$ cat src/rtl/booth_mul_pkg.sv
// Shared types and constants for the radix-2 Booth multiplier and its add/sub stage.
package booth_mul_pkg;

  localparam int WIDTH = 4;
  localparam int ITER  = 4;
  localparam int CNT_W = 3;

  typedef enum logic [1:0] {
    IDLE,
    CALC,
    DONE
  } state_e;

  typedef enum logic [1:0] {
    BOOTH_NOP,
    BOOTH_ADD,
    BOOTH_SUB
  } booth_op_e;

  // Radix-2 Booth recoding of the current multiplier bit pair {Q[0], q_m1}.
  function automatic booth_op_e booth_decode(input logic q0, input logic q_m1);
    booth_op_e op;
    unique case ({q0, q_m1})
      2'b01:   op = BOOTH_ADD;
      2'b10:   op = BOOTH_SUB;
      default: op = BOOTH_NOP;
    endcase
    return op;
  endfunction

endpackage

$ cat src/rtl/_4bits_add_sub.sv
// 4-bit ripple adder/subtractor: S = A + B when M=0, S = A - B when M=1.
// C is the carry out, V the signed overflow (carry into MSB xor carry out).
module _4bits_add_sub
  import booth_mul_pkg::*;
(
  input  logic [WIDTH-1:0] A,
  input  logic [WIDTH-1:0] B,
  input  logic             M,
  output logic [WIDTH-1:0] S,
  output logic             C,
  output logic             V
);

  logic [WIDTH-1:0] b_eff;
  logic [WIDTH:0]   carry;

  // Subtraction is A + ~B + 1: invert B and inject the mode bit as carry-in.
  assign b_eff = B ^ {WIDTH{M}};

  always_comb begin
    // NOTE: every variable written here gets a value first, so no path can infer a latch.
    carry    = '0;
    S        = '0;
    carry[0] = M;
    for (int i = 0; i < WIDTH; i++) begin
      S[i]       = A[i] ^ b_eff[i] ^ carry[i];
      carry[i+1] = (A[i] & b_eff[i]) | (carry[i] & (A[i] ^ b_eff[i]));
    end
  end

  assign C = carry[WIDTH];
  assign V = carry[WIDTH] ^ carry[WIDTH-1];

endmodule

$ cat src/rtl/booth_mul_4bit.sv
// Sequential 4x4 signed radix-2 Booth multiplier built around one 4-bit add/sub.
// One iteration per cycle; the 8-bit product {A,Q} is held in DONE until the next start.
module booth_mul_4bit
  import booth_mul_pkg::*;
(
  input  logic               clk,
  input  logic               rst_n,
  input  logic               start,
  input  logic [WIDTH-1:0]   mcand,
  input  logic [WIDTH-1:0]   mplier,
  output logic               busy,
  output logic               done,
  output logic [2*WIDTH-1:0] product
);

  state_e state, next_state;

  logic [WIDTH-1:0] acc;
  logic [WIDTH-1:0] q;
  logic             q_m1;
  logic [WIDTH-1:0] m;
  logic [CNT_W-1:0] cnt;

  logic load;
  logic iterate;
  logic last_iter;

  booth_op_e        op;
  logic             arith;
  logic             add_mode;
  logic [WIDTH-1:0] add_s;
  logic             add_v;
  logic             add_c_unused;
  logic [WIDTH-1:0] s_sel;
  logic             sign_t;

  // ---------------------------------------------------------------------------
  // Arithmetic element
  // ---------------------------------------------------------------------------
  assign op       = booth_decode(q[0], q_m1);
  assign arith    = (op != BOOTH_NOP);
  assign add_mode = (op == BOOTH_SUB);

  _4bits_add_sub u_add_sub (
    .A (acc),
    .B (m),
    .M (add_mode),
    .S (add_s),
    .C (add_c_unused),
    .V (add_v)
  );

  // The true sign of A+/-M survives overflow as S[3]^V; without it -8 x -8 goes wrong.
  assign s_sel  = arith ? add_s : acc;
  assign sign_t = arith ? (add_s[WIDTH-1] ^ add_v) : acc[WIDTH-1];

  // ---------------------------------------------------------------------------
  // Control FSM
  // ---------------------------------------------------------------------------
  assign last_iter = (cnt == CNT_W'(ITER - 1));

  always_ff @(posedge clk or negedge rst_n) begin
    if (!rst_n) begin
      state <= IDLE;
    end else begin
      // NOTE: sequential state uses non-blocking assignments so all registers update together.
      state <= next_state;
    end
  end

  always_comb begin
    next_state = state;
    load       = 1'b0;
    iterate    = 1'b0;
    unique case (state)
      IDLE, DONE: begin
        if (start) begin
          load       = 1'b1;
          next_state = CALC;
        end
      end
      CALC: begin
        iterate = 1'b1;
        if (last_iter) next_state = DONE;
      end
      default: next_state = IDLE;
    endcase
  end

  // ---------------------------------------------------------------------------
  // Datapath registers: load on accept, arithmetic shift right each iteration
  // ---------------------------------------------------------------------------
  always_ff @(posedge clk or negedge rst_n) begin
    if (!rst_n) begin
      acc  <= '0;
      q    <= '0;
      q_m1 <= 1'b0;
      m    <= '0;
      cnt  <= '0;
    end else if (load) begin
      acc  <= '0;
      q    <= mplier;
      q_m1 <= 1'b0;
      m    <= mcand;
      cnt  <= '0;
    end else if (iterate) begin
      acc  <= {sign_t, s_sel[WIDTH-1:1]};
      q    <= {s_sel[0], q[WIDTH-1:1]};
      q_m1 <= q[0];
      cnt  <= cnt + CNT_W'(1);
    end
  end

  assign busy    = (state == CALC);
  assign done    = (state == DONE);
  assign product = {acc, q};

endmodule

$ cat config.mk
export PLATFORM = sky130hd
export DESIGN_NAME = booth_mul_4bit
export DESIGN_NICKNAME = d
export VERILOG_FILES = /design/src/rtl/booth_mul_pkg.sv /design/src/rtl/_4bits_add_sub.sv /design/src/rtl/booth_mul_4bit.sv
export SDC_FILE = /design/constraint.sdc
export NUM_CORES = 1
export LEC_CHECK = 0
export CORE_UTILIZATION = 49
export DETAILED_ROUTE_END_ITERATION = 16
export GPL_TIMING_DRIVEN = 1
export PLACE_DENSITY = 0.79
export REMOVE_ABC_BUFFERS = 1
export SYNTH_ARGS = -nofsm -noshare
export SYNTH_HDL_FRONTEND = slang
export SYNTH_SLANG_ARGS = --single-unit
$ cat constraint.sdc
create_clock -name clk -period 3.03 [get_ports clk]
set_input_delay 0.606 -clock clk [delete_from_list [all_inputs] [get_ports clk]]
set_output_delay 0.606 -clock clk [all_outputs]
set_load 0.02 [all_outputs]
* Word level (Yosys, flattened, before mapping)
Index checks and enable logic that the tools add are counted.
** Cells by class
- $add $sub $neg :: 1
- Equal/unequal tests :: 8
- Multiplexer cells :: 17
- Bitwise operators :: 23
- Reductions and logical operators :: 7
** Operator list (count)
- two-way mux 4 bit :: 5
- bitwise XOR 1 bit :: 10
- bitwise AND 1 bit :: 8
- case mux 2 bit (2 select lines) :: 2
- equality test 2 bit (second input constant) :: 3
- two-way mux 1 bit :: 6
- two-way mux 3 bit :: 2
- nonzero test 2 bit :: 3
- equality test 2 x 1 -> 1 bit (second input constant) :: 2
- two-way mux 2 bit :: 2
- OR 1 bit :: 4
- AND reduction 2 bit :: 2
- bitwise XOR 4 bit :: 1
- adder 3 x 1 -> 3 bit (second input constant) :: 1
- equality test 3 x 2 -> 1 bit (second input constant) :: 1
- logical NOT 2 bit :: 1
- != test 2 x 1 -> 1 bit (second input constant) :: 1
- != test 2 bit (second input constant) :: 1
- OR reduction 2 bit :: 1
** Word-level totals
- Bits in registers :: 18
- Output and inout port bits :: 10
- Logic and storage cells :: 63

* Longest topological paths before layout
- Depth in word-level cells :: 18
- Depth in mapped cells :: 10

* Hierarchy
A second synthesis with hierarchy kept.
** Unflattened totals
- Cell total of the unflattened synthesis :: 75
- Area total of the unflattened synthesis :: 955.9 sq um
** Modules (own cells, without submodules)
- booth_mul_4bit :: instances 1, cells an instance 62, area each 825.8 sq um, sequential area each 450.4 sq um
- _4bits_add_sub :: instances 1, cells an instance 13, area each 130.1 sq um, sequential area each 0.0 sq um

* Worst setup path before layout
No wires, ideal clock.
- Kind :: register to register
- Start :: register q[0]
- End :: register acc[2]
- Data arrival time :: 2.290 ns
- Path slack :: 0.617 ns
- Cell stages (with the launch flop) :: 10
- Period minus slack after synthesis :: 2.413 ns
- Cells stage by stage :: dfrtp_1 ha_1 mux2_2 fa_1 inv_1 fa_1 inv_1 fa_1 mux2i_1 o2bb2ai_1
** On the way
- Word-level cells in the longest chain between the ends :: 15
- Elaborated cells on any way between the ends :: 23
- Classes of those cells :: eq/ne (3); mux (4); bitwise (15); reduce/logical (1)
** RTL lines
- from (decl) :: line booth_mul_4bit.sv:19 : logic [WIDTH-1:0] q;
- from (signal assigned) :: line booth_mul_4bit.sv:102 : q <= mplier;
- from (signal assigned) :: line booth_mul_4bit.sv:108 : q <= {s_sel[0], q[WIDTH-1:1]};
- equality test 2 bit or equality test 2 x 1 -> 1 bit (tied branches) :: line booth_mul_pkg.sv:23 : unique case ({q0, q_m1})
- case mux 2 bit (2 select lines) (*) :: line booth_mul_pkg.sv:23
- equality test 2 bit :: line booth_mul_4bit.sv:42 : assign add_mode = (op == BOOTH_SUB);
- bitwise XOR 4 bit :: line _4bits_add_sub.sv:18 : assign b_eff = B ^ {WIDTH{M}};
- bitwise XOR 1 bit :: line _4bits_add_sub.sv:27 : carry[i+1] = (A[i] & b_eff[i]) | (carry[i] & (A[i] ^ b_eff[i]));
- bitwise AND 1 bit :: line _4bits_add_sub.sv:27
- OR 1 bit :: line _4bits_add_sub.sv:27
- bitwise AND 1 bit :: line _4bits_add_sub.sv:27
- OR 1 bit :: line _4bits_add_sub.sv:27
- bitwise AND 1 bit :: line _4bits_add_sub.sv:27
- OR 1 bit :: line _4bits_add_sub.sv:27
- bitwise XOR 1 bit :: line _4bits_add_sub.sv:26 : S[i] = A[i] ^ b_eff[i] ^ carry[i];
- two-way mux 4 bit (*) :: line booth_mul_4bit.sv:54 : assign s_sel = arith ? add_s : acc;
- two-way mux 4 bit (*) :: line booth_mul_4bit.sv:106 : end else if (iterate) begin
- two-way mux 4 bit (*) :: line booth_mul_4bit.sv:100 : end else if (load) begin
- to (signal assigned) :: line booth_mul_4bit.sv:107 : acc <= {sign_t, s_sel[WIDTH-1:1]};
- to (decl) :: line booth_mul_4bit.sv:18 : logic [WIDTH-1:0] acc;
Mark *: on every way between the ends. The rest lies on a longest branch, timed or not. The select of a mux whose other input is x is not followed.
A chain may end at the register's enable or synchronous reset.

* Final worst setup path
Ends and elaborated chain as after synthesis.

==> results.toml <==
[synth]
synthCells = 87
yosys_warnings = 0
synth_top_area_frac = 0.463
ys_ff_latch = 18
synth-simple-area-share = 0.142
yosys.area.top_type = "dfrtp_1"
netlist_top_cells_area = "dfrtp_1, fa_1, nand2_1"
synth_top_family_by_area = "simple AND/OR/NAND/NOR gates"
synthFlopType = "dfrtp_1"
synth.area.mux_share = 0.0528
yosys.area_share.adder = 0.121
synth-edff-count = 0
async_reset_ff_frac = 1.00
synth-compound-area-share = 0.111
synth-xor-area-share = 0.0360
ys_seq_area_frac = 0.463
syn_area_um2 = 972
avgSynthCellArea_um2 = 11.2
ys_types = 27

[die]
core_um2 = 1800
design.die.area_um2 = 2170
core.rowCount = 15
die_h_um = 46.5
io_pins = 21
fp.dieW_um = 46.5
start_util = 0.540

[hold_path]
hp-start = "cnt[2]"
hold_end = "cnt[2]"
min_path_type = "reg2reg"
hold_depth = 1

[status]
status = "complete, no violations"

[global_routing]
grt_pass1_wl_um = 3080
grt_pass1_vias = 731
antenna_found_initial = 0
grt_usage = 0.205
grt_max_degree = 19
grt_overflow = 0

[power]
power.density_nw_per_um2 = 1220
vdd_drop_max_mv = 0.618
p_total_uw = 1460
p_leak_uw = 0.000552

[critical_path]
r2r_slack_ns = 0.55
required_ns = 3.25
endpoint_kind = "flop"
worst-setup-path-type = "reg2reg"
startpoint_type = "flop"
r2r-start = "q[0]"
cp.arrival_ns = 2.70
r2r_end = "acc[2]"
crit_path_max_fanout = 4
reg2reg_depth = 9

[routing]
num_vias = 713
drtIter0Drc = 7
ant_nets = 0
viasPerCell = 5.40
routed_wl_um = 1920
drt-wirelength-per-cell_um = 14.5
drc = 0
firstDrtPassIters = 4

[clock_network]
h-tree-depth = 1
tritoncts = "done"
ctsResizeCount = 0
postCtsHoldBufs = 0
cts.sinks = 18
clk_latency_ns = 0.29
clkTransAtPathRegs_ns = 0.11
cts-root-buf = "clkbuf_4"
cts_setup_buffers = 0
clk_path_buf_depth = 2
cts_made_buffers = 3

[cells_and_area]
area_delta_synth_final_pct = 23.3
drive_gt1_frac = 0.0841
n_antenna_cell = 0
nNetsFinal = 126

[place]
post-dp-hpwl_um = 1460
place_congestion = 0.820
place.port_buffers = 20

[sta]
fmaxAchievable_mhz = 404
worst_pin_slew_ns = 0.800
drv_slew = 0
slew_headroom = 0.465
rsz0062_at_grt = "false"
clock_skew_ns = 0.00281
setup_tns_ns = 0
setup_viol = 0
timing.final.crit_period_ns = 2.48
fin_crit_sh = 0.817
hold_viol_final = 0

[job]
maxCapViolations = 0
-- report_power, final --
| group | total [uW] | leakage [uW] | internal [uW] | switching [uW] |
|---|---|---|---|---|
| Sequential | 454 | 0.000224 | 358 | 95.7 |
| Clock | 152 | 0.0000210 | 73.2 | 78.5 |
| Combinational | 856 | 0.000307 | 392 | 464 |
-- metal layers --
metal / up-vias / global-route usage / part of all wire
met5: - / 0 / 0
met4: 0 / 0.0588 / 0.0047
met3: 2 / 0.0392 / 0.033
met2: 19 / 0.372 / 0.54
met1: 360 / 0.241 / 0.42
li1: 332 / - / -
-- worst max-delay path: stages, from the launching register on --
cell and delay (ns):
dfrtp_1 0.42, ha_1 0.28, mux2_2 0.30, fa_1 0.36, inv_1 0.08, fa_1 0.21, inv_1 0.07, fa_1 0.47
mux2i_1 0.06, o2bb2ai_1 0.15
-- cells in the mapped netlist (all sizes together) (2+ instances only) --
library cell  number
nor2               2
mux2i              4
inv                7
a22o               4
nand3              3
dfrtp             18
o21ai              4
fa                 4
xnor2              2
xor2               2
and2b              2
nand2b             2
a22oi              2
o2bb2ai            3
nand2             15
buf                4
ha                 3
-- cells by family (layout without fill, tap and decap cells) --
family | after synthesis | after routing
mux | 5 | 5
flops | 18 | 18
simple gates | 27 | 27
xor+xnor | 4 | 4
compound gates | 15 | 15
fa+ha+maj | 7 | 7
buf+inv | 11 | 31
-- worst max path at each step --
stage | startpoint | endpoint | slack, ns | depth (start not counted)
floorplan | q[0] | acc[2] | 0.61 | 9
global placement | q[0] | acc[2] | 0.67 | 9
detailed placement | q[0] | acc[2] | 0.56 | 9
CTS | q[0] | acc[2] | 0.53 | 9
global route | q[0] | acc[2] | 0.43 | 9
finish | q[0] | acc[2] | 0.55 | 9
-- layout by cell type, fill, tap and decap left out, types with 2 or more instances in the layout --
cell | Yosys | routed
a22o_1 | 4 | 4
a22oi_1 | 2 | 2
and2b_1 | 2 | 2
clkbuf_4 | 0 | 3
clkdlybuf4s50_1 | 0 | 20
dfrtp_1 | 18 | 18
fa_1 | 4 | 4
ha_1 | 3 | 3
inv_1 | 6 | 6
mux2i_1 | 4 | 4
nand2_1 | 15 | 15
nand3_1 | 3 | 3
o21ai_0 | 4 | 4
o2bb2ai_1 | 3 | 3
xnor2_1 | 2 | 2
xor2_1 | 2 | 2
-- state kept, by name, summed over array words and instances (netlist names) --
name   flops
acc        4
m          4
q          4
cnt        3
state      2
q_m1       1
-- layout make-up --
type / count / area [um^2]
tap: 25 / 31.3
multi-input combinational: 58 / 449
inverter: 7 / 31.3
timing repair buffer: 20 / 200
clock buffer: 4 / 36.3
fill: 153 / 603
sequential: 18 / 450
-- metrics by stage --
stage               hold slack [ns]  worst slack [ns]  area, um^2  utilization  instances
finish                        0.500             0.554        1200        0.665        132
floorplan                     0.310             0.614         931            -         83
global placement              0.471             0.674        1160        0.645        128
CTS                           0.504             0.535        1200        0.665        132
detailed placement            0.474             0.563        1160        0.645        128
global route                  0.529             0.429        1200        0.665        132
Note: power is estimated with default switching activity, not from simulation.
